===== src/rtl/core_db_pkg.sv =====
// Shared definitions for the Hamming(7,4) data-bucket link: field widths,
// codeword bit positions, flit layout and the encode/syndrome helpers.
package core_db_pkg;

    localparam int DW   = 8;   // bucket word: [7:4] data, [3:0] IP
    localparam int FW   = 11;  // router flit: [10:7] IP, [6:0] codeword
    localparam int CW_W = 7;

    // Codeword bit index = Hamming position - 1
    localparam int P1 = 0;
    localparam int P2 = 1;
    localparam int D1 = 2;
    localparam int P4 = 3;
    localparam int D2 = 4;
    localparam int D3 = 5;
    localparam int D4 = 6;

    typedef struct packed {
        logic [3:0]      ip;
        logic [CW_W-1:0] cw;
    } flit_t;

    function automatic logic [CW_W-1:0] ham74_encode(input logic [3:0] nibble);
        logic [CW_W-1:0] cw;
        cw     = '0;
        cw[D1] = nibble[0];
        cw[D2] = nibble[1];
        cw[D3] = nibble[2];
        cw[D4] = nibble[3];
        cw[P1] = nibble[0] ^ nibble[1] ^ nibble[3];
        cw[P2] = nibble[0] ^ nibble[2] ^ nibble[3];
        cw[P4] = nibble[1] ^ nibble[2] ^ nibble[3];
        return cw;
    endfunction

    // Syndrome is the position (1..7) of a single flipped bit, 0 if clean;
    // kept here so the bucket-side decoder uses the same bit map.
    function automatic logic [2:0] ham74_syndrome(input logic [CW_W-1:0] cw);
        logic [2:0] syn;
        syn[0] = cw[P1] ^ cw[D1] ^ cw[D2] ^ cw[D4];
        syn[1] = cw[P2] ^ cw[D1] ^ cw[D3] ^ cw[D4];
        syn[2] = cw[P4] ^ cw[D2] ^ cw[D3] ^ cw[D4];
        return syn;
    endfunction

endpackage


===== src/rtl/core_db_fifo.sv =====
// Small valid/ready FIFO with registered storage; outputs depend only on
// state, so there is no combinational path from the write to the read side.
module core_db_fifo #(
    parameter int DEPTH = 2,
    parameter int W     = 11
) (
    input  logic         clk,
    input  logic         rst_n,
    input  logic         in_valid_i,
    output logic         in_ready_o,
    input  logic [W-1:0] in_data_i,
    output logic         out_valid_o,
    input  logic         out_ready_i,
    output logic [W-1:0] out_data_o
);

    localparam int            AW       = $clog2(DEPTH);
    localparam logic [AW:0]   FULL_CNT = (AW+1)'(DEPTH);

    logic [W-1:0]  mem_q [DEPTH];
    logic [AW-1:0] wr_ptr_q, wr_ptr_d;
    logic [AW-1:0] rd_ptr_q, rd_ptr_d;
    logic [AW:0]   count_q,  count_d;
    logic          push, pop;

    assign in_ready_o  = (count_q != FULL_CNT);
    assign out_valid_o = (count_q != '0);
    assign push        = in_valid_i & in_ready_o;
    assign pop         = out_valid_o & out_ready_i;

    // Empty slots read as zero so out_data is 0 after reset and between flits
    assign out_data_o  = out_valid_o ? mem_q[rd_ptr_q] : '0;

    always_comb begin
        wr_ptr_d = wr_ptr_q;
        rd_ptr_d = rd_ptr_q;
        count_d  = count_q;
        // Power-of-two depth makes the pointer wrap a natural overflow
        if (push) wr_ptr_d = wr_ptr_q + AW'(1);
        if (pop)  rd_ptr_d = rd_ptr_q + AW'(1);
        case ({push, pop})
            2'b10:   count_d = count_q + (AW+1)'(1);
            2'b01:   count_d = count_q - (AW+1)'(1);
            default: count_d = count_q;
        endcase
    end

    // NOTE: non-blocking (<=) in every clocked block so all registers update
    // from pre-edge values, independent of statement order.
    always_ff @(posedge clk or negedge rst_n) begin
        if (!rst_n) begin
            wr_ptr_q <= '0;
            rd_ptr_q <= '0;
            count_q  <= '0;
        end else begin
            wr_ptr_q <= wr_ptr_d;
            rd_ptr_q <= rd_ptr_d;
            count_q  <= count_d;
        end
    end

    // NOTE: storage has no reset; occupancy alone defines which entries are
    // live, and a resettable array would cost a reset tree for nothing.
    always_ff @(posedge clk) begin
        if (push) mem_q[wr_ptr_q] <= in_data_i;
    end

    a_count_bound: assert property (@(posedge clk) disable iff (!rst_n)
        count_q <= FULL_CNT);
    a_no_push_full: assert property (@(posedge clk) disable iff (!rst_n)
        (count_q == FULL_CNT) |-> !push);

endmodule


===== src/rtl/core_db_enc.sv =====
// Hamming(7,4) encoder for the bucket-to-router path with optional single-bit
// error injection, a small output buffer and a wrapping delivered-flit counter.
module core_db_enc
    import core_db_pkg::*;
#(
    parameter int DEPTH = 2,
    parameter int CNTW  = 16
) (
    input  logic            clk,
    input  logic            rst_n,
    input  logic            in_valid,
    output logic            in_ready,
    input  logic [DW-1:0]   in_data,
    input  logic [2:0]      inj_pos,
    output logic            out_valid,
    input  logic            out_ready,
    output logic [FW-1:0]   out_data,
    output logic [CNTW-1:0] flit_cnt
);

    flit_t           flit_d;
    logic [CW_W-1:0] inj_mask;
    logic [CNTW-1:0] flit_cnt_q, flit_cnt_d;
    logic            pop;

    // Injection is applied after parity so the flit carries a genuine
    // single-bit error at Hamming position inj_pos.
    always_comb begin
        inj_mask = '0;
        if (inj_pos != 3'd0) inj_mask = CW_W'(1) << (inj_pos - 3'd1);
        flit_d.ip = in_data[3:0];
        flit_d.cw = ham74_encode(in_data[7:4]) ^ inj_mask;
    end

    core_db_fifo #(
        .DEPTH (DEPTH),
        .W     (FW)
    ) u_fifo (
        .clk         (clk),
        .rst_n       (rst_n),
        .in_valid_i  (in_valid),
        .in_ready_o  (in_ready),
        .in_data_i   (flit_d),
        .out_valid_o (out_valid),
        .out_ready_i (out_ready),
        .out_data_o  (out_data)
    );

    assign pop = out_valid & out_ready;

    always_comb begin
        flit_cnt_d = flit_cnt_q;
        if (pop) flit_cnt_d = flit_cnt_q + CNTW'(1);
    end

    always_ff @(posedge clk or negedge rst_n) begin
        if (!rst_n) flit_cnt_q <= '0;
        else        flit_cnt_q <= flit_cnt_d;
    end

    assign flit_cnt = flit_cnt_q;

endmodule


===== config.mk =====
export PLATFORM = sky130hd
export DESIGN_NAME = core_db_enc
export DESIGN_NICKNAME = d
export VERILOG_FILES = /design/src/rtl/core_db_pkg.sv /design/src/rtl/core_db_fifo.sv /design/src/rtl/core_db_enc.sv
export SDC_FILE = /design/constraint.sdc
export NUM_CORES = 1
export LEC_CHECK = 0
export CORE_AREA = 2 2 73 75
export DETAILED_ROUTE_END_ITERATION = 8
export DIE_AREA = 0 0 75 77
export GPL_TIMING_DRIVEN = 0
export PLACE_DENSITY = 0.72
export SLEW_MARGIN = 40
export SYNTH_ARGS = -nofsm -noshare
export SYNTH_HDL_FRONTEND = slang
export SYNTH_SLANG_ARGS = --single-unit

===== constraint.sdc =====
create_clock -name clk -period 2.93 [get_ports clk]
set_clock_uncertainty 0.1 [all_clocks]
set_input_delay 0.586 -clock clk [delete_from_list [all_inputs] [get_ports clk]]
set_output_delay 0.586 -clock clk [all_outputs]
set_load 0.02 [all_outputs]

Word level (Yosys, flattened, before mapping)
Memory sizes are Yosys's and may differ from the RTL's.
Index checks and enable logic that the tools add are counted.

storage, ports and cells
  logic and storage cells = 32
  flip-flop bits (word level) = 20
  memories = 1
  output and inout port bits = 29
  RAM bits = 22
  bits of input ports = 15

memories
  memory        words  bits a word  rd ports  clocked after memory_dff  write ports  line                text
  u_fifo.mem_q  2      11           1         0                         1            core_db_fifo.sv:20  logic [W-1:0] mem_q [DEPTH];

operators by class
  multiplexer cells = 5
  equality and inequality tests = 3
  $add $sub $neg = 6
  bitwise gates (word level) = 9
  shift-type cells = 1
  reduce and logical (&&, ||, !) cells = 3

operator list
  kind                                                  number
  adder 16 x 1 -> 16 bit (second input constant)        1
  two-way mux 11 bit                                    1
  two-way mux 7 bit                                     1
  left shift 1 x 3 -> 7 bit (first input constant)      1
  XOR 7 bit                                             1
  XOR 1 bit                                             6
  case mux 2 bit (2 select lines)                       1
  nonzero test 2 bit                                    2
  nonzero test 3 bit                                    1
  subtractor 3 x 1 -> 3 bit (second input constant)     1
  adder 1 bit (second input constant)                   2
  adder 2 x 1 -> 2 bit (second input constant)          1
  bitwise AND 1 bit                                     2
  equality test 2 x 1 -> 1 bit (second input constant)  1
  equality test 2 bit (second input constant)           1
  two-way mux 1 bit                                     2
  inequality test 2 bit (second input constant)         1
  subtractor 2 x 1 -> 2 bit (second input constant)     1

Logic depth before layout (Yosys ltp)
Gate-level depths: netlist (run 1).

  word-level depth = 4
  depth in mapped cells = 7
  gate-level depth less buffers = 6

Hierarchy
From an unflattened synthesis (run 1), not the netlist that was laid out.

unflattened totals
  cells, all modules = 147
  area, all modules = 1915.6 um^2

by module, submodules not included
  module        sequential area each (um^2)  area each (um^2)  instances  cells an instance
  core_db_fifo  760.7                        1024.7            1          64
  core_db_enc   400.4                        890.9             1          83

Worst setup path before layout (run 1)
OpenSTA, ideal clock, no wires.

  path type = register to register
  start = reg u_fifo.count_q[0]
  end = mem u_fifo.mem_q[0][0], enable pin
  required time = 2.452 ns
  period minus slack after synthesis = 1.797 ns
  setup slack = 1.133 ns
  arrival = 1.319 ns
  cell stages (with the launch flop) = 4
  cell sequence = dfrtp_1 -> nand2b_1 -> nand2_1 -> nor2_1

between the ends
  word-level cells in the longest chain between the ends = 4

RTL lines
  what                                     line                text
  start, declared                          core_db_fifo.sv:23  logic [AW:0] count_q, count_d;
  start signal, assigned                   core_db_fifo.sv:58  count_q <= count_d;
  inequality test 2 bit                    core_db_fifo.sv:26  assign in_ready_o = (count_q != FULL_CNT);
  via in_ready                             core_db_enc.sv:12   output logic in_ready,
  bitwise AND 1 bit                        core_db_fifo.sv:28  assign push = in_valid_i & in_ready_o;
  two-way mux 1 bit                        core_db_fifo.sv:65  if (push) mem_q[wr_ptr_q] <= in_data_i;
  two-way mux 1 bit (implied by the code)  core_db_fifo.sv:65
  end, declared                            core_db_fifo.sv:20

The timed path passes the listed nets, and every way through them passes these cells.

Worst setup path after layout (run 1)
  start = reg u_fifo.count_q[0]
  end = out out_data[5]

between the ends
  word-level cells in the longest chain between the ends = 2

RTL lines
  what                line                text
  nonzero test 2 bit  core_db_fifo.sv:27  assign out_valid_o = (count_q != '0);
  two-way mux 11 bit  core_db_fifo.sv:32  assign out_data_o = out_valid_o ? mem_q[rd_ptr_q] : '0;
  end, declared       core_db_enc.sv:17   output logic [FW-1:0] out_data,

Every way passes these cells.

==> flow_metrics.tcl, run 1 <==
set metrics [dict create \
    finalHoldWorstSlack_ns 0.136 \
    route.detailed.wl_per_inst_um 11.6 \
    timing.final.ws_setup_ns 0.174 \
    cts.hold.buffers_added 0 \
    ant_nets 0 \
    critPathLaunchType "flip-flop" \
    timing.rr.end "u_fifo.count_q[1]" \
    max_cap_violations 0 \
    cts_tree "done" \
    setup.reg_to_reg.worst_slack_ns 1.18 \
    nets 211 \
    routabilityCongestion 0.692 \
    cts-root-to-sink-buffers 2 \
    pre_cts_ws_ns 0.443 \
    syn-num-nets 161 \
    final_hold_viol_count 0 \
    post-synth-top-area-cell "sky130_fd_sc_hd__edfxtp_1" \
    routed_via_density 4.39 \
    mapped_cell_area_um2 1880 \
    grt_overflow_total 0 \
    detail_route.drc_violations 0 \
    yosys.area.top_type_share_pct 35.2 \
    clock_slew_seen_by_the_registers_of_the_worst_setup_and_hold_paths_ns 0.07 \
    power.leakage_nw 1.01 \
    endpoint_kind "output port" \
    synth.ff_latch_count 42 \
    antenna_cells_inserted 0 \
    post_dp_hpwl_um 2320 \
    clock_insertion_delay_worst_skew_ns 0.28 \
    die_w_um 75 \
    grt_use_total_pct 11.7 \
    drive_gt1_share_pct 8.21 \
    floorplan.die.height_um 77 \
    via_count 1164 \
    tritoncts_num_sinks 42 \
    postCtsResizedCells 0 \
    syn_inst 144 \
    synth_top_cells_by_area "sky130_fd_sc_hd__edfxtp_1 (35%), sky130_fd_sc_hd__dfrtp_1 (27%), sky130_fd_sc_hd__xnor2_1 (9.8%)" \
    achievable-frequency_mhz 363 \
    cp.arrival_ns 2.07 \
    critical_path.reg2reg.startpoint "u_fifo.count_q[0]" \
    final_period_demand_of_the_worst_path_ns 2.76 \
    worst_pin_slew_ns 0.589 \
    tns_ns 0 \
    drt_pre_antenna_iters 4 \
    dr.first_iter.drc_count 33 \
    yosys_warnings 0 \
    core_area_um2 4980 \
    nFillCells 448 \
    total_power_after_layout_mw 2.15 \
    netlist-cell-type-count 25 \
    stdcell_count 265 \
    ys_seq_area_share_pct 61.8 \
    portBuffers 43 \
    tritoncts.num_buffers 5 \
    maxSlewHeadroom_pct 60.7 \
    htree_num_levels 2 \
    initial_core_util_pct 37.8 \
    rr_worst_depth 7 \
    run_status "finished, final reports clean" \
    rsz0062_at_grt "no" \
    layout_worst_path_cycle_share_pct 94.1 \
    first_pass_grt_wire_length_um 5120 \
    timing_worst_setup_path_type "reg2out" \
    total_setup_buffers_inserted_after_cts 0 \
    final-max-slew-violation-count 0 \
    irDropWorstVdd_mv 0.347 \
    synthToLayoutAreaGrowth_pct 31.8 \
    setup_viol_count_final 0 \
    wirelength_um 3080 \
    power-per-cell-area_nw_per_um2 870 \
    grt_pass1_vias 1134 \
    grt_max_degree 21 \
    post_synth.cell_area_avg_um2 13.1 \
    required_ns 2.24 \
    worst_min_delay_path_category "in2async" \
    antenna_found_initial 0 \
    placementRows 26 \
    top_level_ports 44 \
    timing.critical_path.fanout_max 10 \
    design.die.area_um2 5780 \
    cell_total_after_placement 257 \
    clockRootBuffer "sky130_fd_sc_hd__clkbuf_8" \
]
## cell type report
class | instances | area, um2 | share of cell area, %
Clock inverter | 2 | 10.0 | 0.404
Tap cell | 70 | 87.6 | 3.54
Inverter | 2 | 7.51 | 0.303
Multi-Input combinational cell | 95 | 687 | 27.7
Buffer | 5 | 26.3 | 1.06
Timing Repair Buffer | 43 | 425 | 17.2
Clock buffer | 6 | 72.6 | 2.93
Sequential cell | 42 | 1160 | 46.9
## Yosys cell counts, drive strengths merged
cell type  number
nand3           4
o211a           1
inv             2
nand4           4
nand2           9
ha              2
nand2b          1
nor2b           1
dfrtp          20
and2            1
nor3b           2
and4            1
mux2i          11
nand3b          2
edfxtp         22
buf             4
mux2            1
and3            5
nor2           18
clkbuf          1
xnor2          21
xor2           11
## registers in the layout (all words and copies together), names as in the netlist
name	count
u_fifo.mem_q	22
u_fifo.wr_ptr_q	1
u_fifo.rd_ptr_q	1
flit_cnt	16
u_fifo.count_q	2
## critical path, stage by stage (launching register included)
cell	delay, ns
sky130_fd_sc_hd__dfrtp_1	0.45
sky130_fd_sc_hd__nor2_1	0.27
sky130_fd_sc_hd__clkbuf_1	0.39
sky130_fd_sc_hd__nor2_1	0.12
sky130_fd_sc_hd__clkdlybuf4s50_1	0.55
## placed cells by master, fill, tap and decap left out, drive strengths merged
cell type	synthesis	layout
buf	4	5
edfxtp	22	22
nand3	4	4
nor3b	2	2
xnor2	21	21
nand2b	1	1
nor2b	1	1
nand3b	2	2
nand2	9	9
nor2	18	18
and4	1	1
inv	2	2
dfrtp	20	20
mux2	1	1
clkinv	0	2
and2	1	1
clkbuf	1	7
nand4	4	4
o211a	1	1
mux2i	11	11
clkdlybuf4s50	0	42
ha	2	2
xor2	11	11
and3	5	5
## worst max path at each step
stage	end	start	depth (start not counted)	slack [ns]
after global routing	out_data[5]	u_fifo.count_q[0]	4	0.07
after CTS	out_data[5]	u_fifo.count_q[0]	4	0.12
after global placement	out_data[5]	u_fifo.count_q[0]	4	0.43
final	out_data[5]	u_fifo.count_q[0]	4	0.17
after floorplan	u_fifo.mem_q[0][0]	u_fifo.count_q[0]	3	1.13
after detailed placement	out_data[5]	u_fifo.count_q[0]	4	0.44
## report_power, final
part	internal (mW)	total, mW	switching (mW)
Clock	0.165	0.342	0.177
Combinational	0.446	0.931	0.485
Sequential	0.786	0.881	0.0953
Total	1.40	2.15	0.758
## kinds of logic (layout without fill, tap and decap cells)
kind of cell	after synthesis	in the layout	share of synthesized area [%]
xor+xnor	32	32	15.3
mux	12	12	6.46
flops	42	42	61.8
compound gates	1	1	0.533
simple gates	48	48	12.8
fa+ha+maj	2	2	1.33
buf+inv	7	58	1.80
## metal layers
metal | global-route usage [%] | part of all wire, % | vias to the layer above
met5 | 0 | 0 | -
met3 | 3.68 | 4.0 | 4
met4 | 4.82 | 1.7 | 0
met2 | 18.8 | 52 | 25
li1 | - | - | 589
met1 | 14.3 | 42 | 546
## through the flow
| stage | cell area (um2) | utilization, % |
|---|---|---|
| floorplan | 1880 | - |
| global placement | 2400 | 48.2 |
| detailed placement | 2390 | 48.1 |
| CTS | 2480 | 49.8 |
| global route | 2480 | 49.8 |
| finish | 2480 | 49.8 |
Note: power is estimated with default switching activity, not from simulation.
==> run 2: changes to the inputs <==
--- a/config.mk
+++ b/config.mk
@@ -10,6 +10,7 @@
 export DIE_AREA = 0 0 75 77
 export GPL_TIMING_DRIVEN = 0
 export PLACE_DENSITY = 0.72
+export SKIP_CTS_REPAIR_TIMING = 1
 export SLEW_MARGIN = 40
 export SYNTH_ARGS = -nofsm -noshare
 export SYNTH_HDL_FRONTEND = slang
==> results of run 2 <==
The final DEF is identical to that of run 1; final timing and power are the same.
==> run 3: changes to the inputs <==
--- a/config.mk
+++ b/config.mk
@@ -5,11 +5,12 @@
 export SDC_FILE = /design/constraint.sdc
 export NUM_CORES = 1
 export LEC_CHECK = 0
-export CORE_AREA = 2 2 73 75
+export ABC_AREA = 1
+export CORE_AREA = 2 2 75 77
 export DETAILED_ROUTE_END_ITERATION = 8
-export DIE_AREA = 0 0 75 77
+export DIE_AREA = 0 0 77 79
 export GPL_TIMING_DRIVEN = 0
-export PLACE_DENSITY = 0.72
+export PLACE_DENSITY = 0.71
 export SKIP_CTS_REPAIR_TIMING = 1
 export SLEW_MARGIN = 40
 export SYNTH_ARGS = -nofsm -noshare
==> run 3 against run 2 <==
- sequential power about the same
- global-route usage rose by 1.4 points
- largest cell class unchanged
- combinational power rose by 4.0%
- via count is 23% higher
==> flow_metrics.tcl, run 3 <==
set metrics [dict create \
    synth_compound_area_share_pct 3.99 \
    drt_pre_antenna_iters 4 \
    power.switching_mw 0.841 \
    first_pass_grt_wire_length_um 6270 \
    rsz0062_at_grt "no" \
    irDropWorstVdd_mv 0.314 \
    regMostFlops "u_fifo.mem_q" \
    grt_use_total_pct 13.1 \
    achievable-frequency_mhz 354 \
    maxSlewHeadroom_pct 58.8 \
    layout_common_cells "sky130_fd_sc_hd__nand2_1 (54), sky130_fd_sc_hd__clkdlybuf4s50_1 (42), sky130_fd_sc_hd__edfxtp_1 (22)" \
    tritoncts_num_sinks 42 \
    p_comb_share_pct 43.5 \
    drive_gt1_share_pct 7.69 \
    portBuffers 43 \
    highest_metal_layer_used_by_the_detailed_router "met4" \
    ys_seq_area_share_pct 58.8 \
    power.leakage_nw 1.10 \
    area_share_of_xor_xnor_cells_in_the_synthesized_design_pct 11.5 \
    synth.ff_latch_count 42 \
    yosys.area.top_type_share_pct 33.5 \
    detail_route.drc_violations 0 \
    synth_ff_type "sky130_fd_sc_hd__edfxtp_1" \
    wirelength_um 3700 \
    clockRootBuffer "sky130_fd_sc_hd__clkbuf_8" \
    final-max-slew-violation-count 0 \
    dr.first_iter.drc_count 120 \
    yosys-top-cells-count "sky130_fd_sc_hd__nand2_1 (54), sky130_fd_sc_hd__edfxtp_1 (22), sky130_fd_sc_hd__dfrtp_1 (20), sky130_fd_sc_hd__inv_1 (19)" \
    tritoncts.num_buffers 5 \
    timing.critical_path.fanout_max 10 \
    post_dp_hpwl_um 2750 \
    syn_inst 196 \
    ant_nets 0 \
    routabilityCongestion 0.805 \
    setup.reg_to_reg.worst_slack_ns 1.16 \
    initial_core_util_pct 37.0 \
    mostFrequentLayoutCell "sky130_fd_sc_hd__nand2_1" \
    worst_min_delay_path_category "in2async" \
    worst_pin_slew_ns 0.617 \
    htree_num_levels 2 \
    die_w_um 77 \
    post-synth-top-area-cell "sky130_fd_sc_hd__edfxtp_1" \
    synth_adder_area_share_pct 1.27 \
    switching_share_pct 37.8 \
    p_seq_share_pct 39.6 \
    via_count 1435 \
    required_ns 2.24 \
    grt_max_degree 21 \
    cp.arrival_ns 2.14 \
    routed-wl-met3_um 93 \
    largest_family_of_logic_cells_by_synthesized_area "simple AND/OR/NAND/NOR gates" \
    floorplan.die.height_um 79 \
    rr_worst_depth 6 \
    clock_slew_seen_by_the_registers_of_the_worst_setup_and_hold_paths_ns 0.08 \
    critical_path.reg2reg.startpoint "u_fifo.count_q[0]" \
    largest_reg_flops 22 \
    cts-root-to-sink-buffers 2 \
    syn-num-nets 213 \
    placementRows 27 \
    timing_worst_setup_path_type "reg2out" \
    netlist-cell-type-count 21 \
    core_area_um2 5340 \
    layout_worst_path_cycle_share_pct 96.4 \
    final_hold_viol_count 0 \
    cellInternalPower_mw 1.38 \
    antenna_cells_inserted 0 \
    m1WireLength_um 1720 \
    grt_overflow_total 0 \
    final_period_demand_of_the_worst_path_ns 2.82 \
    top_level_ports 44 \
    synth_edf_count 22 \
    max_cap_violations 0 \
    power-per-cell-area_nw_per_um2 860 \
    wl_met2_um 1830 \
    synth_async_reset_ratio_pct 47.6 \
    post_synth.cell_area_avg_um2 10.1 \
    synthMuxAreaShare_pct 0 \
    tns_ns 0 \
    run_status "finished, final reports clean" \
    grt_pass1_vias 1355 \
    endpoint_kind "output port" \
    timing.rr.end "u_fifo.count_q[1]" \
    route.detailed.wl_per_inst_um 11.6 \
    cts_tree "done" \
    yosys_warnings 0 \
    critPathLaunchType "flip-flop" \
    most_frequent_cell_after_synthesis "sky130_fd_sc_hd__nand2_1" \
    clock_insertion_delay_worst_skew_ns 0.29 \
    nets 263 \
    antenna_found_initial 0 \
    finalHoldWorstSlack_ns 0.128 \
    setup_viol_count_final 0 \
    synthToLayoutAreaGrowth_pct 31.1 \
    design.die.area_um2 6080 \
    simple_gate_share_of_the_synthesized_area_pct 20.0 \
    synth_top_cells_by_area "sky130_fd_sc_hd__edfxtp_1 (33%), sky130_fd_sc_hd__dfrtp_1 (25%), sky130_fd_sc_hd__nand2_1 (10%)" \
    routed_via_density 4.50 \
    power_frac_clock_pct 17.0 \
    mapped_cell_area_um2 1970 \
]
[run 3: cell count changes in the layout (fill, tap and decap cells not counted), sizes merged, moves of 7 or more]
cell | previous run | this run
inv | 2 | 20
xor2 | 11 | 18
xnor2 | 21 | 8
a21oi | 0 | 13
nand2 | 9 | 54
mux2i | 11 | 0
[run 3: cell type report]
cell class / instances / area [um2]
timing repair buffer: 43 / 425
tap: 72 / 90.1
inverter: 20 / 75.1
sequential: 42 / 1160
clock buffer: 7 / 86.3
multi-input combinational: 131 / 731
clock inverter: 1 / 5.00
buffer: 3 / 12.5
fill: 529 / 2750
[run 3: worst max-delay path: stages, from the launching register on]
cell	delay [ns]
sky130_fd_sc_hd__dfrtp_1	0.40
sky130_fd_sc_hd__inv_1	0.10
sky130_fd_sc_hd__clkbuf_1	0.41
sky130_fd_sc_hd__nand2_1	0.10
sky130_fd_sc_hd__a21oi_1	0.20
sky130_fd_sc_hd__clkdlybuf4s50_1	0.64
[run 3: worst max-delay path by stage]
stage	from	endpoint	slack [ns]	depth (start not counted)
floorplan	u_fifo.count_q[0]	out_valid	1.07	3
global placement	u_fifo.count_q[0]	out_data[3]	0.36	4
detailed placement	u_fifo.count_q[0]	out_data[3]	0.33	4
CTS	u_fifo.count_q[0]	out_data[3]	0.01	4
global route	u_fifo.rd_ptr_q	out_data[3]	0.02	5
finish	u_fifo.rd_ptr_q	out_data[3]	0.11	5
[run 3: kinds of logic after synthesis]
kind of cell / Yosys count
AO/OA/AOI/OAI: 15
XOR/XNOR: 26
adder cells (fa/ha/maj): 2
buffers and inverters: 23
flip-flops: 42
AND/OR/NAND/NOR: 88
[run 3: layer usage]
metal | vias to the layer above | GRT usage, %
li1 | 729 | -
met1 | 681 | 16.5
met2 | 21 | 22.4
met3 | 4 | 2.84
met4 | 0 | 4.82
met5 | - | 0
[run 3: stage by stage]
step	instance area [um2]	cells	power (mW)	setup slack, ns	utilization, %
2_1_floorplan	1970	196	1.43	1.07	-
3_3_place_gp	2490	311	1.85	0.359	46.7
3_5_place_dp	2490	311	1.87	0.333	46.7
4_1_cts	2580	319	2.25	0.0129	48.4
5_1_grt	2590	319	2.36	0.0248	48.5
6_report	2590	319	2.23	0.106	48.5
[run 3: power groups by stage]
stage | clock, mW | sequential (mW) | combinational [mW]
floorplan | 0 | 0.917 | 0.516
global placement | 0 | 0.888 | 0.963
detailed placement | 0 | 0.894 | 0.975
CTS | 0.390 | 0.882 | 0.979
global route | 0.411 | 0.896 | 1.05
finish | 0.377 | 0.880 | 0.968
